[config.mk]
export PLATFORM = sky130hd
export DESIGN_NAME = signal_safety_monitor
export DESIGN_NICKNAME = d
export VERILOG_FILES = /design/src/rtl/signal_safety_monitor.sv
export SDC_FILE = /design/constraint.sdc
export NUM_CORES = 1
export LEC_CHECK = 0
export CORE_ASPECT_RATIO = 1.75
export CORE_UTILIZATION = 59
export DETAILED_ROUTE_END_ITERATION = 16
export PLACE_DENSITY = 0.8
export SLEW_MARGIN = 10
export SYNTH_ARGS = -nofsm -noshare
export SYNTH_HDL_FRONTEND = slang
export SYNTH_SLANG_ARGS = --single-unit
[constraint.sdc]
create_clock -name clk -period 2.39 [get_ports clk]
set_input_delay 0.478 -clock clk [delete_from_list [all_inputs] [get_ports clk]]
set_output_delay 0.478 -clock clk [all_outputs]
set_load 0.05 [all_outputs]
[src/rtl/signal_safety_monitor.sv]
// Conflict monitor and lamp-drive stage for a four-way traffic sequencer; latches faults into flashing-yellow failsafe.
// Optional stalled-sequencer check is built when SAFETY_STALL_CHECK_EN is defined.
module signal_safety_monitor #(
  parameter int unsigned FLASH_DIV    = 25000000,
  parameter int unsigned STUCK_CYCLES = 300000000
) (
  input  logic       clk,
  input  logic       rst_n,
  input  logic [1:0] north,
  input  logic [1:0] east,
  input  logic [1:0] south,
  input  logic [1:0] west,
  input  logic       clear,
  output logic [7:0] lamp_out,
  output logic       fault,
  output logic [2:0] fault_code
);

  typedef enum logic [1:0] {ST_INIT, ST_RUN, ST_FLASH} state_t;

  localparam logic [31:0] FLASH_LAST = 32'(FLASH_DIV - 1);
  localparam logic [7:0]  ALL_YELLOW = 8'h55;
  localparam logic [7:0]  ALL_RED    = 8'h00;

  state_t      state_reg, state_next;
  logic [7:0]  prev_reg, prev_next;
  logic [7:0]  lamp_reg, lamp_next;
  logic        fault_reg, fault_next;
  logic [2:0]  code_reg, code_next;
  logic [31:0] flash_cnt_reg, flash_cnt_next;
  logic        phase_reg, phase_next;

  logic [7:0] word;
  logic [3:0] is_illegal, is_green, green_to_red;
  logic       chk_illegal, chk_multi, chk_g2r, chk_stall, any_fault;
  logic [2:0] code_sel;

  assign word = {north, east, south, west};

  generate
    for (genvar gi = 0; gi < 4; gi++) begin : g_approach
      assign is_illegal[gi]   = (word[2*gi +: 2] == 2'b11);
      assign is_green[gi]     = (word[2*gi +: 2] == 2'b10);
      assign green_to_red[gi] = (prev_reg[2*gi +: 2] == 2'b10) && (word[2*gi +: 2] == 2'b00);
    end
  endgenerate

  assign chk_illegal = |is_illegal;
  assign chk_multi   = ($countones(is_green) > 1);
  assign chk_g2r     = (state_reg == ST_RUN) && (|green_to_red);

`ifdef SAFETY_STALL_CHECK_EN
  localparam logic [31:0] STUCK_LAST = 32'(STUCK_CYCLES - 1);

  logic [31:0] stall_reg, stall_next;

  assign chk_stall = (state_reg == ST_RUN) && (stall_reg == STUCK_LAST) && (word == prev_reg);

  // Counts consecutive accepted cycles with an unchanged input word.
  always_comb begin
    stall_next = stall_reg;
    if (state_reg == ST_INIT) begin
      stall_next = '0;
    end else if (state_reg == ST_RUN && !any_fault) begin
      stall_next = (word != prev_reg) ? 32'd0 : stall_reg + 32'd1;
    end
  end

  always_ff @(posedge clk or negedge rst_n) begin
    if (!rst_n) begin
      stall_reg <= '0;
    end else begin
      stall_reg <= stall_next;
    end
  end
`else
  assign chk_stall = 1'b0;
`endif

  assign any_fault = chk_illegal | chk_multi | chk_g2r | chk_stall;

  always_comb begin
    code_sel = 3'd0;
    if (chk_illegal)    code_sel = 3'd1;
    else if (chk_multi) code_sel = 3'd2;
    else if (chk_g2r)   code_sel = 3'd3;
    else if (chk_stall) code_sel = 3'd4;
  end

  always_comb begin
    state_next     = state_reg;
    prev_next      = prev_reg;
    lamp_next      = lamp_reg;
    fault_next     = fault_reg;
    code_next      = code_reg;
    flash_cnt_next = flash_cnt_reg;
    phase_next     = phase_reg;
    case (state_reg)
      ST_INIT, ST_RUN: begin
        // Sequence checks are gated to RUN inside chk_g2r/chk_stall, so INIT sees only codes 1 and 2.
        if (any_fault) begin
          state_next     = ST_FLASH;
          fault_next     = 1'b1;
          code_next      = code_sel;
          flash_cnt_next = '0;
          phase_next     = 1'b1;
          lamp_next      = ALL_YELLOW;
        end else begin
          state_next = ST_RUN;
          prev_next  = word;
          lamp_next  = word;
        end
      end
      ST_FLASH: begin
        if (clear && !chk_illegal && !chk_multi) begin
          state_next = ST_INIT;
          fault_next = 1'b0;
          code_next  = 3'd0;
          lamp_next  = ALL_RED;
        end else begin
          if (flash_cnt_reg == FLASH_LAST) begin
            flash_cnt_next = '0;
            phase_next     = ~phase_reg;
          end else begin
            flash_cnt_next = flash_cnt_reg + 32'd1;
          end
          lamp_next = phase_next ? ALL_YELLOW : ALL_RED;
        end
      end
      default: begin
        state_next = ST_INIT;
      end
    endcase
  end

  always_ff @(posedge clk or negedge rst_n) begin
    if (!rst_n) begin
      state_reg     <= ST_INIT;
      prev_reg      <= '0;
      lamp_reg      <= '0;
      fault_reg     <= 1'b0;
      code_reg      <= 3'd0;
      flash_cnt_reg <= '0;
      phase_reg     <= 1'b1;
    end else begin
      state_reg     <= state_next;
      prev_reg      <= prev_next;
      lamp_reg      <= lamp_next;
      fault_reg     <= fault_next;
      code_reg      <= code_next;
      flash_cnt_reg <= flash_cnt_next;
      phase_reg     <= phase_next;
    end
  end

  assign lamp_out   = lamp_reg;
  assign fault      = fault_reg;
  assign fault_code = code_reg;

endmodule
==> results of run 1 <==
[through the flow]
stage | hold slack (ps) | setup slack, ps | power (mW)
detailed placement | 465.3 | -684.7 | 2.017
global placement | 459.8 | -625.6 | 1.987
floorplan | 182.4 | -71.91 | 1.738
CTS | 122.9 | -1.069 | 2.557
global route | 137.3 | -6.736 | 2.703
finish | 91.59 | 52.88 | 2.594
[logic make-up (layout without fill, tap and decap cells)]
logic type	after synthesis	in the layout	share of synthesized area
buffers and inverters	24	77	0.04530
other	1	1	0.001202
muxes	12	12	0.04170
AOI/OAI and AO/OA	93	93	0.2049
xor gates and xnor gates	1	1	0.002807
and+or+nand+nor	134	134	0.2602
DFF	54	54	0.4334
adders and majority gates	2	2	0.01042
[synthesized netlist by cell type, types with 4 or more instances]
library cell / count
nand2_1: 25
a31oi_1: 45
a221oi_1: 7
nand4_1: 7
o21ai_0: 10
clkbuf_1: 5
o21ai_1: 7
nor4b_1: 4
nor2_1: 12
a22o_1: 4
dfrtp_1: 53
or3_1: 4
nand3_1: 20
inv_1: 6
and4_1: 4
buf_6: 5
buf_2: 5
mux2i_1: 4
nand2b_1: 13
mux2_2: 8
nor4_1: 6
nor3_1: 8
and3_1: 7
[layout make-up]
class / instances / area (um^2) / area share
Inverter: 7 / 31.28 / 0.008229
Clock buffer: 7 / 86.33 / 0.02271
Clock inverter: 1 / 5.005 / 0.001317
Timing Repair Buffer: 62 / 524.3 / 0.1379
Tap cell: 54 / 67.56 / 0.01777
Sequential cell: 54 / 1353 / 0.3558
Multi-Input combinational cell: 243 / 1734 / 0.4562
[path summary, 6_finish.rpt]
| check | start | end | slack [ps] | cells past startpoint |
|---|---|---|---|---|
| setup / recovery | north[0] | flash_cnt_reg[27] | 50 | 10 |
| hold / removal | rst_n | flash_cnt_reg[21] | 90 | 1 |
| setup reg to reg | flash_cnt_reg[9] | flash_cnt_reg[27] | 80 | 6 |
| hold reg to reg | flash_cnt_reg[31] | flash_cnt_reg[31] | 490 | 1 |
| max in group asynchronous | rst_n | phase_reg | 1670 | 2 |
| min in group clk | flash_cnt_reg[31] | flash_cnt_reg[31] | 490 | 1 |
[power by group through the flow]
stage,registers (mW),logic [mW],clock network [mW]
final,1.18,0.866,0.546
after global routing,1.20,0.926,0.579
after CTS,1.18,0.837,0.539
after detailed placement,1.20,0.821,0
after global placement,1.19,0.802,0
after floorplan,1.30,0.441,0
[routing by layer]
metal | part of all wire | wire length, um | vias to the layer above
li1 | - | - | 1349
met1 | 0.35 | 3089 | 1479
met2 | 0.55 | 4792 | 137
met3 | 0.041 | 356 | 51
met4 | 0.055 | 480 | 0
met5 | 0 | 0 | -
[worst reg2reg max path, delay by kind of cell (launching register included)]
kind / cells / cell delay, ps
DFF: 1 / 450
buffers and inverters: 1 / 270
AOI/OAI and AO/OA: 2 / 270
and+or+nand+nor: 3 / 1230
[layout by cell type (no fill, tap or decap), types with 5 or more instances in the layout]
cell type	synthesis	final
o21ai_0	10	10
inv_1	6	6
o21ai_1	7	7
and3_1	7	7
nand3_1	20	20
dfrtp_1	53	53
mux2_2	8	8
nand4_1	7	7
nand2_1	25	25
buf_2	5	5
clkdlybuf4s50_1	0	14
nand2b_1	13	10
clkbuf_8	0	6
nor4_1	6	6
nor2_1	12	12
nor3_1	8	8
a31oi_1	45	44
buf_4	2	38
[timing repair]
action                                  in CTS  in global routing
buffers inserted                             3                  0
endpoints found under the setup margin      53                 33
pin swaps                                    6                  6
resized for setup                           31                  8
==> flow_metrics.tcl, run 1 <==
set metrics [dict create \
    outcome "finished, final reports clean" \
    irDropWorstVdd_mv 0.5102 \
    slew_headroom 0.5809 \
    grt_pass1_vias 3134 \
    via_per_inst 7.047 \
    grt_max_degree 36 \
    swShare 0.3557 \
    fp-row-count 34 \
    finish.utilization 0.7572 \
    synth_top_cell_by_area "dfrtp_1" \
    pwr_density_cell_mw_per_mm2 682.5 \
    netlist_area_mm2 0.003120 \
    cts_buffers 5 \
    final_cells 428 \
    place_hpwl_um 6154 \
    crit_type "input port to flip-flop" \
    cp_cell_sequence "buf_6, nand2b_4, fa_1, or3b_1, and2_4, buf_4, a31oi_4, buf_12, a41oi_1, a31oi_1" \
    hp-class "input port to asynchronous set/reset pin" \
    n_antenna_cell 0 \
    antenna_left 0 \
    power_frac_clock 0.210 \
    leakage_nw 1.611 \
    cp_max_fo 25 \
    cts-root-buf "clkbuf_8" \
    die_w_um 56.98 \
    cp-end-kind "flip-flop" \
    core_area_mm2 0.005020 \
    slew_violations 0 \
    die_y_um 98.21 \
    ys_ff_latch 54 \
    use_met1 0.3574 \
    grtUsageTotal 0.3372 \
    synth_flop_cell "dfrtp_1" \
    cpPeakStageDelay_ps 450 \
    path_clk_slew_ps 110 \
    ys.warnings.count 0 \
    arrival_ps 2590 \
    critPathSlowestCell "fa_1" \
    die_area_mm2 0.005595 \
    wire_per_inst_um 20.37 \
    period_share 0.9779 \
    stdcell_area_mm2 0.003801 \
    tightest_slew_ps 620.0 \
    syn_nets 334 \
    drive_gt1_frac 0.2513 \
    max_freq_ghz 0.4279 \
    critPathTopFamily "simple AND/OR/NAND/NOR gates" \
    pwr-share-seq 0.456 \
    fill_cells 374 \
    grt-ovfl-total 0 \
    yosysUniqueCellTypes 63 \
    busiest_layer "met2" \
    async_flop_share 1.000 \
    critPathRequiredTime_ps 2640 \
    avgSynthCellArea_um2 9.721 \
    use_met3 0.04106 \
    synth-edff-count 0 \
    synth_top_area_share 0.4250 \
    io-pin-count 23 \
    largest_reg_flops 32 \
    drt_iter0_markers 260 \
    antenna_found_initial 0 \
    seq_area_frac_synth 0.4334 \
    portBuffers 21 \
    use_met2 0.6045 \
    via_count 3016 \
    max-clock-path-buffers 2 \
    start_util 0.6216 \
    ctsHoldBuffers 0 \
    cts.sinks 54 \
    wirelength_um 8719 \
    skew_ps 16.35 \
    syn_inst 321 \
    switchingPower_mw 0.9227 \
    clk_latency_ps 320 \
    maxCapViolCount 0 \
    fin_tns_setup_ps 0 \
    timing.final.crit_period_ps 2337 \
    nets 386 \
    crit_buf_inv 3 \
    cts_tree "built" \
    final-hold-violation-count 0 \
    h-tree-depth 2 \
    drc 0 \
    grt_pass1_wl_um 14670 \
    place.gp.congestion 0.9684 \
    setup_violations 0 \
    intPower_mw 1.671 \
    post_dp_cell_area_mm2 0.003628 \
    area_growth_pct 21.81 \
    synth_area_leaders "dfrtp_1 (43%), a31oi_1 (9.0%), nand3_1 (3.2%)" \
    dp.cells 417 \
    firstDrtPassIters 4 \
    start_kind "input port" \
    p_comb_frac 0.334 \
]
Power figures use the tool's default switching activity.
==> run 2: changes to the inputs <==
--- a/config.mk
+++ b/config.mk
@@ -13,3 +13,4 @@
 export SYNTH_ARGS = -nofsm -noshare
 export SYNTH_HDL_FRONTEND = slang
 export SYNTH_SLANG_ARGS = --single-unit
+export TNS_END_PERCENT = 20
==> run 2 against run 1 <==
  * Combinational power grew 2%
  * Setup slack lost 9.0 ps
  * Clock power shrank 6.6%
  * Via count shrank 0.86%
  * Cell count grew 0.23%
  * Core utilization shrank 0.35 points
  * Final area shrank 0.46%
  * First-iteration DRC count shrank 18%
  * Die area is the same
  * Power shrank 0.81%
==> flow_metrics.tcl, run 2 (synthesis gave the netlist of run 1 again) <==
set metrics [dict create \
    io-pin-count 23 \
    cts_buffers 5 \
    mostFrequentLayoutCells "dfrtp_1 (53), a31oi_1 (44), buf_4 (37)" \
    start_util 0.6216 \
    final-seq-area_mm2 0.001353 \
    pwr_density_cell_mw_per_mm2 680.1 \
    wire_per_inst_um 20.40 \
    via_count 2990 \
    cp-end-kind "flip-flop" \
    area_growth_pct 21.25 \
    start_kind "input port" \
    nets 387 \
    setup_violations 0 \
    drt_iter0_markers 213 \
    post_dp_cell_area_mm2 0.003643 \
    setup_ws_ps 43.85 \
    pwr-share-seq 0.459 \
    timing.final.crit_period_ps 2346 \
    mostFrequentLayoutCell "dfrtp_1" \
    final-hold-violation-count 0 \
    drc 0 \
    n_antenna_cell 0 \
    place_ws_ps -616.9 \
    path_clk_slew_ps 100 \
    fp-row-count 34 \
    cp_max_fo 4 \
    fill_cells 362 \
    h-tree-depth 2 \
    antenna_found_initial 0 \
    grt-ovfl-total 0 \
    tightest_slew_ps 631.0 \
    power_frac_clock 0.198 \
    antenna_left 0 \
    slew_headroom 0.5793 \
    max_freq_ghz 0.4262 \
    maxCapViolCount 0 \
    finalPower_mw 2.573 \
    drive_gt1_frac 0.2480 \
    largest_reg_flops 32 \
    arrival_ps 2590 \
    p_comb_frac 0.343 \
    cts.sinks 54 \
    critPathRequiredTime_ps 2640 \
    intPower_mw 1.652 \
    max-clock-path-buffers 2 \
    skew_ps 8.883 \
    die_w_um 56.98 \
    place.gp.congestion 0.9241 \
    clk_latency_ps 310 \
    grtUsageTotal 0.3360 \
    crit_type "input port to flip-flop" \
    period_share 0.9817 \
    slew_violations 0 \
    leakage_nw 1.608 \
    cts-root-buf "clkbuf_8" \
    via_per_inst 6.970 \
    stdcell_area_mm2 0.003784 \
    die_y_um 98.21 \
    cts_tree "built" \
    outcome "finished, final reports clean" \
    wirelength_um 8751 \
    hp-class "input port to asynchronous set/reset pin" \
    die_area_mm2 0.005595 \
    grt_pass1_vias 3107 \
    finish.utilization 0.7537 \
    swShare 0.3578 \
    core_area_mm2 0.005020 \
    multiInputGateArea_mm2 0.001700 \
    grt_pass1_wl_um 14430 \
    grt_max_degree 31 \
    switchingPower_mw 0.9208 \
    irDropWorstVdd_mv 0.7118 \
    place_hpwl_um 6240 \
    portBuffers 21 \
    firstDrtPassIters 4 \
]
[run 2: cell count changes in the layout (fill, tap and decap cells not counted), sizes merged]
| cell | delta |
|---|---|
| buf | +1 |
| clkbuf | -1 |
| clkinv | +1 |
[run 2: what timing repair did]
| item | in CTS | in global routing |
|---|---|---|
| pin swaps | 5 | 2 |
| setup endpoints to repair | 50 | 27 |
| hold buffers | 0 | 0 |
| setup buffers | 1 | 0 |
| gates resized for setup | 30 | 6 |
| gates cloned | 1 | 0 |
[run 2: critical path: stages]
cell and delay, ps:
buf_6 90, nand2b_4 130, fa_1 460, or3b_4 380, and2_4 160, a31o_4 240, a21o_4 220, buf_6 120
o32a_1 310
[run 2: power by group through the flow]
stage / Combinational (mW) / Clock (mW) / Sequential [mW]
floorplan: 0.437 / 0 / 1.30
global placement: 0.815 / 0 / 1.19
detailed placement: 0.839 / 0 / 1.20
CTS: 0.877 / 0.513 / 1.18
global route: 0.945 / 0.552 / 1.20
finish: 0.882 / 0.510 / 1.18
[run 2: through the flow]
| step | hold slack (ps) | std cells | TNS (ps) |
|---|---|---|---|
| 2_1_floorplan | 182.4 | 321 | -1436 |
| 3_3_place_gp | 468.2 | 419 | -26990 |
| 4_1_cts | 184.2 | 429 | 0 |
| 5_1_grt | 206.2 | 429 | -0.1001 |
| 3_5_place_dp | 483.9 | 419 | -28420 |
| 6_report | 172.0 | 429 | 0 |
[run 2: layout make-up]
cell class,instances,area share
flip-flops and latches,54,0.3575
multi-input cells,243,0.4494
well taps,54,0.01786
clock buffers,6,0.01918
repair buffers,63,0.1452
inverters,7,0.008267
clock inverters,2,0.002646
[run 2: worst paths after layout]
kind	endpoint	cells past startpoint	start	slack, ps
min in group clk	flash_cnt_reg[31]	1	flash_cnt_reg[31]	490
worst min register to register	flash_cnt_reg[31]	1	flash_cnt_reg[31]	490
max in group asynchronous	phase_reg	2	rst_n	1560
worst min-delay path	flash_cnt_reg[17]	1	rst_n	170
worst max register to register	flash_cnt_reg[30]	6	flash_cnt_reg[9]	90
worst max-delay path	phase_reg	9	north[0]	40
[run 2: per-layer routing]
layer	part of all wire	track usage	vias up	wire, um
li1	-	-	1359	-
met1	0.36	0.3591	1467	3181
met2	0.54	0.5873	125	4721
met3	0.039	0.04901	39	344
met4	0.057	0.2383	0	503
met5	0	0	-	0
==> run 3: changes to the inputs <==
--- a/config.mk
+++ b/config.mk
@@ -5,8 +5,9 @@
 export SDC_FILE = /design/constraint.sdc
 export NUM_CORES = 1
 export LEC_CHECK = 0
+export ABC_AREA = 1
 export CORE_ASPECT_RATIO = 1.75
-export CORE_UTILIZATION = 59
+export CORE_UTILIZATION = 60
 export DETAILED_ROUTE_END_ITERATION = 16
 export PLACE_DENSITY = 0.8
 export SLEW_MARGIN = 10
==> run 3 against run 2 <==
  * Core utilization decreased by 2.9 points
  * Power grew 30%
  * Clock power up 9.0%
  * Critical endpoint unchanged
  * Largest cell class unchanged
==> flow_metrics.tcl, run 3 <==
set metrics [dict create \
    h-tree-depth 2 \
    ctsHoldBuffers 0 \
    core_area_mm2 0.005926 \
    cts_tree "built" \
    yosysUniqueCellTypes 31 \
    maxCapViolCount 0 \
    timing.final.crit_period_ps 2266 \
    met2RoutedLength_um 5368 \
    wirelength_um 10030 \
    swShare 0.4531 \
    finish.utilization 0.7251 \
    intPower_mw 1.826 \
    fin_tns_setup_ps 0 \
    firstDrtPassIters 7 \
    fp-row-count 37 \
    syn_inst 577 \
    wl_met1_um 3669 \
    cts-root-buf "clkbuf_8" \
    netlist_area_mm2 0.003742 \
    tightest_slew_ps 537.2 \
    start_kind "input port" \
    max_freq_ghz 0.4412 \
    max-clock-path-buffers 2 \
    die_y_um 106.5 \
    leakage_nw 2.025 \
    drive_gt1_frac 0.1304 \
    setup_violations 0 \
    avgSynthCellArea_um2 6.486 \
    cts_buffers 5 \
    synth_top_cell_by_area "dfrtp_1" \
    grt_pass1_vias 3617 \
    grt_max_degree 55 \
    cp_max_fo 16 \
    async_flop_share 1.000 \
    slew_headroom 0.6405 \
    routed.top_layer "met4" \
    p_comb_frac 0.475 \
    yosys-top-cells-count "nand2_1 (218), nor2_1 (92), nand3_1 (68)" \
    synth_top_area_share 0.3544 \
    drc 0 \
    grtUsageTotal 0.3282 \
    critPathRequiredTime_ps 2660 \
    power_frac_clock 0.166 \
    rsz0062_at_grt "no" \
    start_util 0.6315 \
    clk_latency_ps 330 \
    ys.warnings.count 0 \
    largest_reg_flops 32 \
    synth_flop_cell "dfrtp_1" \
    irDropWorstVdd_mv 0.7936 \
    hp-class "input port to asynchronous set/reset pin" \
    pwr-share-seq 0.359 \
    holdWs_ps 131.8 \
    cts.sinks 54 \
    wire_per_inst_um 14.67 \
    syn_nets 590 \
    area_growth_pct 14.81 \
    crit_type "input port to flip-flop" \
    synth.most_common_cell "nand2_1" \
    place.gp.congestion 0.9271 \
    slew_violations 0 \
    period_share 0.9483 \
    antenna_left 0 \
    arrival_ps 2540 \
    antenna_found_initial 0 \
    n_antenna_cell 0 \
    cp-end-kind "flip-flop" \
    io-pin-count 23 \
    synth-edff-count 0 \
    via_per_inst 5.504 \
    place_hpwl_um 7059 \
    switchingPower_mw 1.513 \
    pwr_density_cell_mw_per_mm2 777.0 \
    synth_area_leaders "dfrtp_1 (35%), nand2_1 (22%), nor2_1 (9.2%)" \
    mostFrequentLayoutCells "nand2_1 (215), nor2_1 (92), nand3_1 (68)" \
    ys_ff_latch 54 \
    wl_met3_um 358 \
    skew_ps 10.93 \
    via_count 3765 \
    die_area_mm2 0.006570 \
    seq_area_frac_synth 0.3614 \
    grt_pass1_wl_um 15960 \
    grt-ovfl-total 0 \
    portBuffers 21 \
    die_w_um 61.70 \
    mostFrequentLayoutCell "nand2_1" \
    drt_iter0_markers 262 \
    final-hold-violation-count 0 \
    path_clk_slew_ps 110 \
    nets 618 \
    outcome "finished, final reports clean" \
]
run 3: cell count changes in the layout (fill, tap and decap cells not counted), sizes merged, moves of 6 or more:
cell and delta:
or3 -6, nor3 -6, nand3 +53, nand2 +211, a31oi -46, and3 -7
a221oi -8, buf -32, nor2 +97, clkdlybuf4s50 +6, nand2b -13, inv +40
mux2 -8, nor4 -8
run 3: worst paths after layout:
check                                  start               end  slack (ps)  depth (start not counted)
max                                  west[0]         phase_reg         120                         12
min                                    rst_n  flash_cnt_reg[2]         130                          2
min reg2reg                    fault_code[1]     fault_code[1]         490                          2
min in group clk               fault_code[1]     fault_code[1]         490                          2
max in group asynchronous              rst_n         phase_reg        1970                          2
max reg2reg                flash_cnt_reg[24]       lamp_out[4]         510                          9
run 3: logic make-up (layout without fill, tap and decap cells):
group | after synthesis | in the layout | share of synthesized area
AOI/OAI and AO/OA | 21 | 21 | 0.02942
adders and majority gates | 2 | 2 | 0.008692
DFF | 54 | 54 | 0.3614
other | 1 | 1 | 0.001002
buffers and inverters | 65 | 93 | 0.07991
xor gates and xnor gates | 5 | 5 | 0.01170
and+or+nand+nor | 429 | 430 | 0.5079
run 3: metal layers:
layer | vias up | GRT usage
met4 | 0 | 0.2206
met1 | 1740 | 0.3373
li1 | 1852 | -
met2 | 127 | 0.5806
met3 | 46 | 0.03893
met5 | - | 0
run 3: power by group through the flow:
stage	registers [mW]	clock network [mW]	logic [mW]
final	1.20	0.556	1.59
after detailed placement	1.21	0	1.36
after global placement	1.21	0	1.32
after CTS	1.19	0.561	1.36
after floorplan	1.40	0	0.755
after global routing	1.22	0.584	1.69
run 3: metrics by stage:
step	power, mW	setup WS (ps)	area, um^2	cells
after floorplan	2.154	284.3	3742	577
after global placement	2.529	-236.6	4078	672
after detailed placement	2.567	-347.6	4078	672
after CTS	3.116	15.69	4173	680
after global routing	3.496	8.553	4297	684
final	3.339	123.6	4297	684
run 3: cell type report:
type                            instances  area, um^2
Clock buffer                            5       68.82
Clock inverter                          3       26.28
Fill cell                             527        1629
Inverter                               47       176.4
Multi-Input combinational cell        459        2150
Sequential cell                        54        1353
Tap cell                               78       97.59
Timing Repair Buffer                   38       425.4
run 3: critical path, cell delays in order:
cell and delay, ps:
clkdlybuf4s50_1 420, inv_1 90, nand2_1 80, fa_1 530
nand3b_1 110, nand2_2 80, nor2_4 110, nand2_2 130
nand2_8 140, clkbuf_16 200, nand3_1 90, nand2_1 80
run 3: timing repair:
action                     4_1_cts  5_1_grt
gates resized for setup          0       11
buffers inserted                 0        2
setup endpoints to repair        0       37
